<file path="config.mk">
export PLATFORM = sky130hd
export DESIGN_NAME = sr_cmd_driver_flat
export DESIGN_NICKNAME = d
export VERILOG_FILES = /design/src/rtl/sr_cmd_driver_pkg.sv /design/src/rtl/sr_cmd_driver_if.sv /design/src/rtl/sr_cmd_driver_cycle_down_counter.sv /design/src/rtl/sr_cmd_driver.sv /design/src/flat_wrapper.sv
export SDC_FILE = /design/constraint.sdc
export NUM_CORES = 1
export LEC_CHECK = 0
export ABC_AREA = 1
export BUFFER_PORTS_ARGS = -buffer_cell sky130_fd_sc_hd__buf_4
export CAP_MARGIN = 20
export CORE_MARGIN = 4
export CORE_UTILIZATION = 41
export DETAILED_ROUTE_END_ITERATION = 8
export GPL_TIMING_DRIVEN = 0
export MAX_ROUTING_LAYER = met4
export PLACE_DENSITY = 0.64
export SYNTH_ARGS = -nofsm -noshare
export SYNTH_HDL_FRONTEND = slang
export SYNTH_SLANG_ARGS = --single-unit
</file>
<file path="constraint.sdc">
create_clock -name clk -period 1.25 [get_ports clk]
set_input_delay 0.125 -clock clk [delete_from_list [all_inputs] [get_ports clk]]
set_output_delay 0.125 -clock clk [all_outputs]
set_load 0.03 [all_outputs]
</file>
<file path="src/rtl/sr_cmd_driver_pkg.sv">
// Shared types and constants for the SR flip-flop command driver.
package sr_cmd_driver_pkg;

  localparam int unsigned CNT_W   = 8;
  localparam int unsigned CNT_MAX = 255;

  typedef enum logic [1:0] {
    ST_IDLE   = 2'd0,
    ST_PULSE  = 2'd1,
    ST_SETTLE = 2'd2,
    ST_DONE   = 2'd3
  } state_e;

  // Registered drive/status outputs of the driver
  typedef struct packed {
    logic s;
    logic r;
    logic busy;
    logic done;
    logic err;
  } drv_out_t;

endpackage

</file>
<file path="src/rtl/sr_cmd_driver_if.sv">
// Command handshake plus SR cell drive/feedback bundle.
interface sr_cmd_driver_if;

  logic cmd_valid;
  logic cmd_value;
  logic cmd_ready;
  logic s;
  logic r;
  logic q_fb;
  logic busy;
  logic done;
  logic err;

  modport master (
    output cmd_valid, cmd_value, q_fb,
    input  cmd_ready, s, r, busy, done, err
  );

  modport slave (
    input  cmd_valid, cmd_value, q_fb,
    output cmd_ready, s, r, busy, done, err
  );

endinterface

</file>
<file path="src/rtl/sr_cmd_driver_cycle_down_counter.sv">
// Loadable down-counter with zero flag; times both the pulse and the settle window.
module cycle_down_counter
  import sr_cmd_driver_pkg::*;
(
  input  logic             clk,
  input  logic             rst,
  input  logic             load,
  input  logic [CNT_W-1:0] load_val,
  input  logic             dec,
  output logic             zero_c
);

  logic [CNT_W-1:0] count;

  // Load wins over decrement; decrement saturates at zero
  always_ff @(posedge clk or posedge rst) begin
    if (rst) begin
      count <= '0;
    end else if (load) begin
      count <= load_val;
    end else if (dec && (count != '0)) begin
      count <= count - CNT_W'(1);
    end
  end

  assign zero_c = (count == '0);

endmodule

</file>
<file path="src/rtl/sr_cmd_driver.sv">
// Writes a requested value into an SR cell with a timed set/reset pulse,
// waits a settle window and reports whether the fed-back q matched.
module sr_cmd_driver
  import sr_cmd_driver_pkg::*;
#(
  parameter int unsigned PULSE_CYCLES  = 2,
  parameter int unsigned SETTLE_CYCLES = 3
) (
  input  logic            clk,
  input  logic            rst,
  sr_cmd_driver_if.slave  bus
);

  if ((PULSE_CYCLES < 1) || (PULSE_CYCLES > CNT_MAX)) begin : g_bad_pulse
    $error("sr_cmd_driver: PULSE_CYCLES must be in 1..255");
  end
  if (SETTLE_CYCLES > CNT_MAX) begin : g_bad_settle
    $error("sr_cmd_driver: SETTLE_CYCLES must be in 0..255");
  end

  localparam logic [CNT_W-1:0] P_LOAD     = CNT_W'(PULSE_CYCLES - 32'd1);
  localparam logic [CNT_W-1:0] S_LOAD     = CNT_W'(SETTLE_CYCLES - 32'd1);
  localparam bit               HAS_SETTLE = (SETTLE_CYCLES != 0);

  state_e           state;
  state_e           state_nxt;
  logic             target;
  logic             target_nxt;
  logic             err_nxt;
  logic             cnt_load;
  logic [CNT_W-1:0] cnt_load_val;
  logic             cnt_dec;
  logic             cnt_zero_c;
  logic             cmd_ready_c;
  logic             accept_c;
  drv_out_t         out_q;

  cycle_down_counter u_cnt (
    .clk      (clk),
    .rst      (rst),
    .load     (cnt_load),
    .load_val (cnt_load_val),
    .dec      (cnt_dec),
    .zero_c   (cnt_zero_c)
  );

  assign cmd_ready_c = (state == ST_IDLE) && !rst;
  assign accept_c    = bus.cmd_valid && cmd_ready_c;

  // State and target register
  always_ff @(posedge clk or posedge rst) begin
    if (rst) begin
      state  <= ST_IDLE;
      target <= 1'b0;
    end else begin
      state  <= state_nxt;
      target <= target_nxt;
    end
  end

  // Next-state, counter control and the err value captured on entry to DONE
  always_comb begin
    state_nxt    = state;
    target_nxt   = target;
    err_nxt      = 1'b0;
    cnt_load     = 1'b0;
    cnt_load_val = '0;
    cnt_dec      = 1'b0;
    case (state)
      ST_IDLE: begin
        if (accept_c) begin
          target_nxt = bus.cmd_value;
          if (bus.q_fb == bus.cmd_value) begin
            state_nxt = ST_DONE;
          end else begin
            cnt_load     = 1'b1;
            cnt_load_val = P_LOAD;
            state_nxt    = ST_PULSE;
          end
        end
      end
      ST_PULSE: begin
        if (!cnt_zero_c) begin
          cnt_dec = 1'b1;
        end else if (HAS_SETTLE) begin
          cnt_load     = 1'b1;
          cnt_load_val = S_LOAD;
          state_nxt    = ST_SETTLE;
        end else begin
          state_nxt = ST_DONE;
          err_nxt   = (bus.q_fb != target);
        end
      end
      ST_SETTLE: begin
        if (!cnt_zero_c) begin
          cnt_dec = 1'b1;
        end else begin
          state_nxt = ST_DONE;
          err_nxt   = (bus.q_fb != target);
        end
      end
      ST_DONE: begin
        state_nxt = ST_IDLE;
      end
      default: begin
        state_nxt = ST_IDLE;
      end
    endcase
  end

  // Outputs registered from next state so they line up with the state they describe
  always_ff @(posedge clk or posedge rst) begin
    if (rst) begin
      out_q <= '0;
    end else begin
      out_q.s    <= (state_nxt == ST_PULSE) &&  target_nxt;
      out_q.r    <= (state_nxt == ST_PULSE) && !target_nxt;
      out_q.busy <= (state_nxt != ST_IDLE);
      out_q.done <= (state_nxt == ST_DONE);
      out_q.err  <= err_nxt;
    end
  end

  assign bus.cmd_ready = cmd_ready_c;
  assign bus.s         = out_q.s;
  assign bus.r         = out_q.r;
  assign bus.busy      = out_q.busy;
  assign bus.done      = out_q.done;
  assign bus.err       = out_q.err;

endmodule

</file>
<file path="src/flat_wrapper.sv">
// flat-port wrapper written by rule: the top's interface ports become plain ports
module sr_cmd_driver_flat import sr_cmd_driver_pkg::*;
#(
  parameter int unsigned PULSE_CYCLES  = 2,
  parameter int unsigned SETTLE_CYCLES = 3
)
  (clk, rst, bus_cmd_valid, bus_cmd_value, bus_q_fb, bus_cmd_ready, bus_s, bus_r, bus_busy, bus_done, bus_err);
  sr_cmd_driver_if bus_i ();
  input  logic clk;
  input  logic rst;
  input wire logic [$bits(bus_i.cmd_valid)-1:0] bus_cmd_valid;
  input wire logic [$bits(bus_i.cmd_value)-1:0] bus_cmd_value;
  input wire logic [$bits(bus_i.q_fb)-1:0] bus_q_fb;
  output wire logic [$bits(bus_i.cmd_ready)-1:0] bus_cmd_ready;
  output wire logic [$bits(bus_i.s)-1:0] bus_s;
  output wire logic [$bits(bus_i.r)-1:0] bus_r;
  output wire logic [$bits(bus_i.busy)-1:0] bus_busy;
  output wire logic [$bits(bus_i.done)-1:0] bus_done;
  output wire logic [$bits(bus_i.err)-1:0] bus_err;
  assign bus_i.cmd_valid = bus_cmd_valid;
  assign bus_i.cmd_value = bus_cmd_value;
  assign bus_i.q_fb = bus_q_fb;
  assign bus_cmd_ready = bus_i.cmd_ready;
  assign bus_s = bus_i.s;
  assign bus_r = bus_i.r;
  assign bus_busy = bus_i.busy;
  assign bus_done = bus_i.done;
  assign bus_err = bus_i.err;
  sr_cmd_driver #(.PULSE_CYCLES(PULSE_CYCLES), .SETTLE_CYCLES(SETTLE_CYCLES)) u_core (.clk(clk), .rst(rst), .bus(bus_i));
endmodule
</file>
==> impl_metrics.yaml <==
status:
  status: "complete, but fails checks"
  violations: "setup timing"
floorplanning:
  start_util_pct: 44.5
  core-area_sq_um: 2280
  num_rows: 17
  die-width_um: 57.7
  die_h_um: 57.7
  dieArea_sq_um: 3330
  ios: 11
clock_tree:
  cts-root-buf: "clkbuf_4"
  clock_latency_ns: 0.28
  cts_sinks: 16
  cts_buffer_depth: 2
  cts_buffers: 3
  clk_pin_slew_ns: 0.10
  htree_levels: 1
  cts_tree: "built"
timing:
  skew_ns: 0.00618
  post-route-min-period_ns: 1.41
  setup_ws_ns: -0.160
  slew_viol_final: 0
  finalSetupTns_ns: -1.65
  clock.fmax_ghz: 0.709
  rsz0062_at_grt: "true"
  period_share_pct: 113
  setup_violations: 17
  finalHoldViolCount: 0
  slew_headroom_pct: 51.4
  tightest_slew_ns: 0.726
layout:
  nFillCells: 196
  drive_above_1_share_pct: 39.7
  nNetsFinal: 168
  diodes: 0
  multi_input_area_sq_um: 601
  register_area_sq_um: 400
  syn_to_final_growth_pct: 32.4
  final_cell_count_no_fill: 184
pwr:
  leakagePower_nw: 0.715
  ir_drop_v: 0.00185
  p_per_area_nw_per_um2: 2620
routing:
  ant_nets: 0
  wirelength_um: 2080
  first_pass_iters: 5
  vias_per_cell: 4.72
  drc: 0
  drtIter0Drc: 28
  wl_per_cell_um: 11.3
  num_vias: 869
setup_path:
  crit_arrival_ns: 1.57
  path_class: "flip-flop to flip-flop"
  cp_data_required_time_ns: 1.41
  critPathLaunchType: "flip-flop"
  cp-end-kind: "flip-flop"
  reg2reg_depth: 9
  path_max_fanout: 5
placed_design:
  gp_congestion: 0.855
  portBuffers: 10
  dp_hpwl_um: 1490
  place_inst: 169
logic_synthesis:
  synthFlopType: "dfrtp_1"
  synth_area_per_cell_sq_um: 7.73
  synth_seq_cells: 16
  yosysUniqueCellTypes: 20
  async_flop_share_pct: 100
  yosys_warnings: 0
  syn-cell-area_sq_um: 1010
  syn-num-nets: 141
  synth_edf_count: 0
  seq_area_frac_synth_pct: 39.6
  postSynthCellCount: 131
hold_path:
  min_path_type: "input port to flip-flop"
  hold_depth: 2
global_route:
  gr-total-overflow: 0
  grt_pass1_wl_um: 3290
  grt_max_degree: 17
  antenna_found_initial: 0
  grt_pass1_vias: 754
  grt_use_total_pct: 13.0
run:
  cap_violations: 0
[through the flow]
step / total power, mW / hold slack, ns / area (sq um) / setup WS, ns / utilization [%]
2_1_floorplan: 2.45 / -0.0373 / 1060 / -0.00371 / -
3_3_place_gp: 2.80 / 0.136 / 1170 / -0.121 / 51.4
3_5_place_dp: 2.87 / 0.138 / 1170 / -0.176 / 51.4
4_1_cts: 3.26 / 0.0211 / 1250 / -0.143 / 55.1
5_1_grt: 3.82 / 0.0194 / 1340 / -0.265 / 58.9
6_report: 3.51 / 0.0213 / 1340 / -0.160 / 58.9
[logic make-up (layout without fill, tap and decap cells)]
kind of cell	after synthesis	count (layout)	synth area share, %
AO/OA/AOI/OAI	7	7	4.08
buffers and inverters	28	53	10.4
flip-flops	16	16	39.6
XOR/XNOR	2	2	1.73
AND/OR/NAND/NOR	73	73	38.1
adder cells (fa/ha/maj)	5	5	6.18
[cell usage after synthesis (2+ instances only)]
cell type | number | share of area, %
nand2_1 | 29 | 11
inv_1 | 26 | 9.6
dfrtp_1 | 16 | 40
nor2_1 | 13 | 4.8
nand3_1 | 11 | 5.4
nand2_2 | 6 | 3.7
ha_1 | 5 | 6.2
o21ai_0 | 5 | 2.5
nor2_2 | 4 | 2.5
inv_2 | 2 | 0.74
nand3_2 | 2 | 2.0
nand3b_1 | 2 | 1.5
nor2_8 | 2 | 4.0
xor2_1 | 2 | 1.7
[sequential cells by signal, summed over array words and instances (netlist names)]
register,flops
u_core.bus.err,1
u_core.bus.done,1
u_core.u_cnt.count,8
u_core.state,2
u_core.target,1
u_core.bus.r,1
u_core.bus.busy,1
u_core.bus.s,1
[critical path: stages (launching register included)]
cell,delay (ns)
dfrtp_1,0.40
inv_2,0.08
ha_4,0.18
nand2_1,0.06
nor2_1,0.13
nand3_2,0.14
nand2_4,0.12
nor2_4,0.05
nand2_1,0.06
nand3_1,0.07
[timing repair]
item,in CTS,in global routing
gates cloned,0,0
hold buffers,1,0
gates resized for setup,5,13
hold endpoints to repair,16,0
setup buffers,4,7
pin swaps,4,1
endpoints found under the setup margin,16,17
[worst paths after layout]
| path | slack [ns] | end | startpoint |
|---|---|---|---|
| setup / recovery | -0.16 | u_core.u_cnt.count[1]$_DFFE_PP0P_ | u_core.u_cnt.count[1]$_DFFE_PP0P_ |
| hold / removal | 0.02 | u_core.bus.err$_DFF_PP0_ | bus_q_fb |
| setup reg to reg | -0.16 | u_core.u_cnt.count[1]$_DFFE_PP0P_ | u_core.u_cnt.count[1]$_DFFE_PP0P_ |
| hold reg to reg | 0.50 | u_core.bus.err$_DFF_PP0_ | u_core.target$_DFF_PP0_ |
| max in group asynchronous | 0.22 | u_core.u_cnt.count[7]$_DFFE_PP0P_ | rst |
| min in group asynchronous | 0.57 | u_core.bus.done$_DFF_PP0_ | rst |
[metal layers]
metal	vias to the layer above	global-route usage, %	share of wire, %
met5	-	-	0
met4	0	2.98	0.58
met3	2	2.67	4.9
met2	20	19.8	45
met1	399	17.9	50
li1	448	-	-
[final cells by class]
cell class,instances,share of cell area (%)
sequential,16,29.9
timing repair buffer,22,12.8
clock buffer,3,1.68
tap,28,2.61
multi-input combinational,87,44.8
inverter,28,8.22
[layout by cell type, fill, tap and decap left out, drive strengths merged]
| cell type | netlist | final |
|---|---|---|
| nand3b | 2 | 2 |
| buf | 0 | 21 |
| xor2 | 2 | 2 |
| dlygate4sd3 | 0 | 1 |
| a211oi | 1 | 1 |
| or2 | 1 | 1 |
| nand2 | 36 | 36 |
| nand3 | 13 | 13 |
| nand4 | 1 | 1 |
| nor2 | 20 | 20 |
| inv | 28 | 28 |
| clkbuf | 0 | 3 |
| o21ai | 6 | 6 |
| dfrtp | 16 | 16 |
| ha | 5 | 5 |
[power breakdown]
| group | internal, mW | total (mW) | leakage, nW | switching (mW) |
|---|---|---|---|---|
| Clock | 0.112 | 0.273 | 0.0138 | 0.161 |
| Combinational | 0.955 | 2.31 | 0.500 | 1.36 |
| Sequential | 0.736 | 0.926 | 0.201 | 0.190 |
| Total | 1.80 | 3.51 | 0.715 | 1.71 |
(Power assumes the default switching activity.)
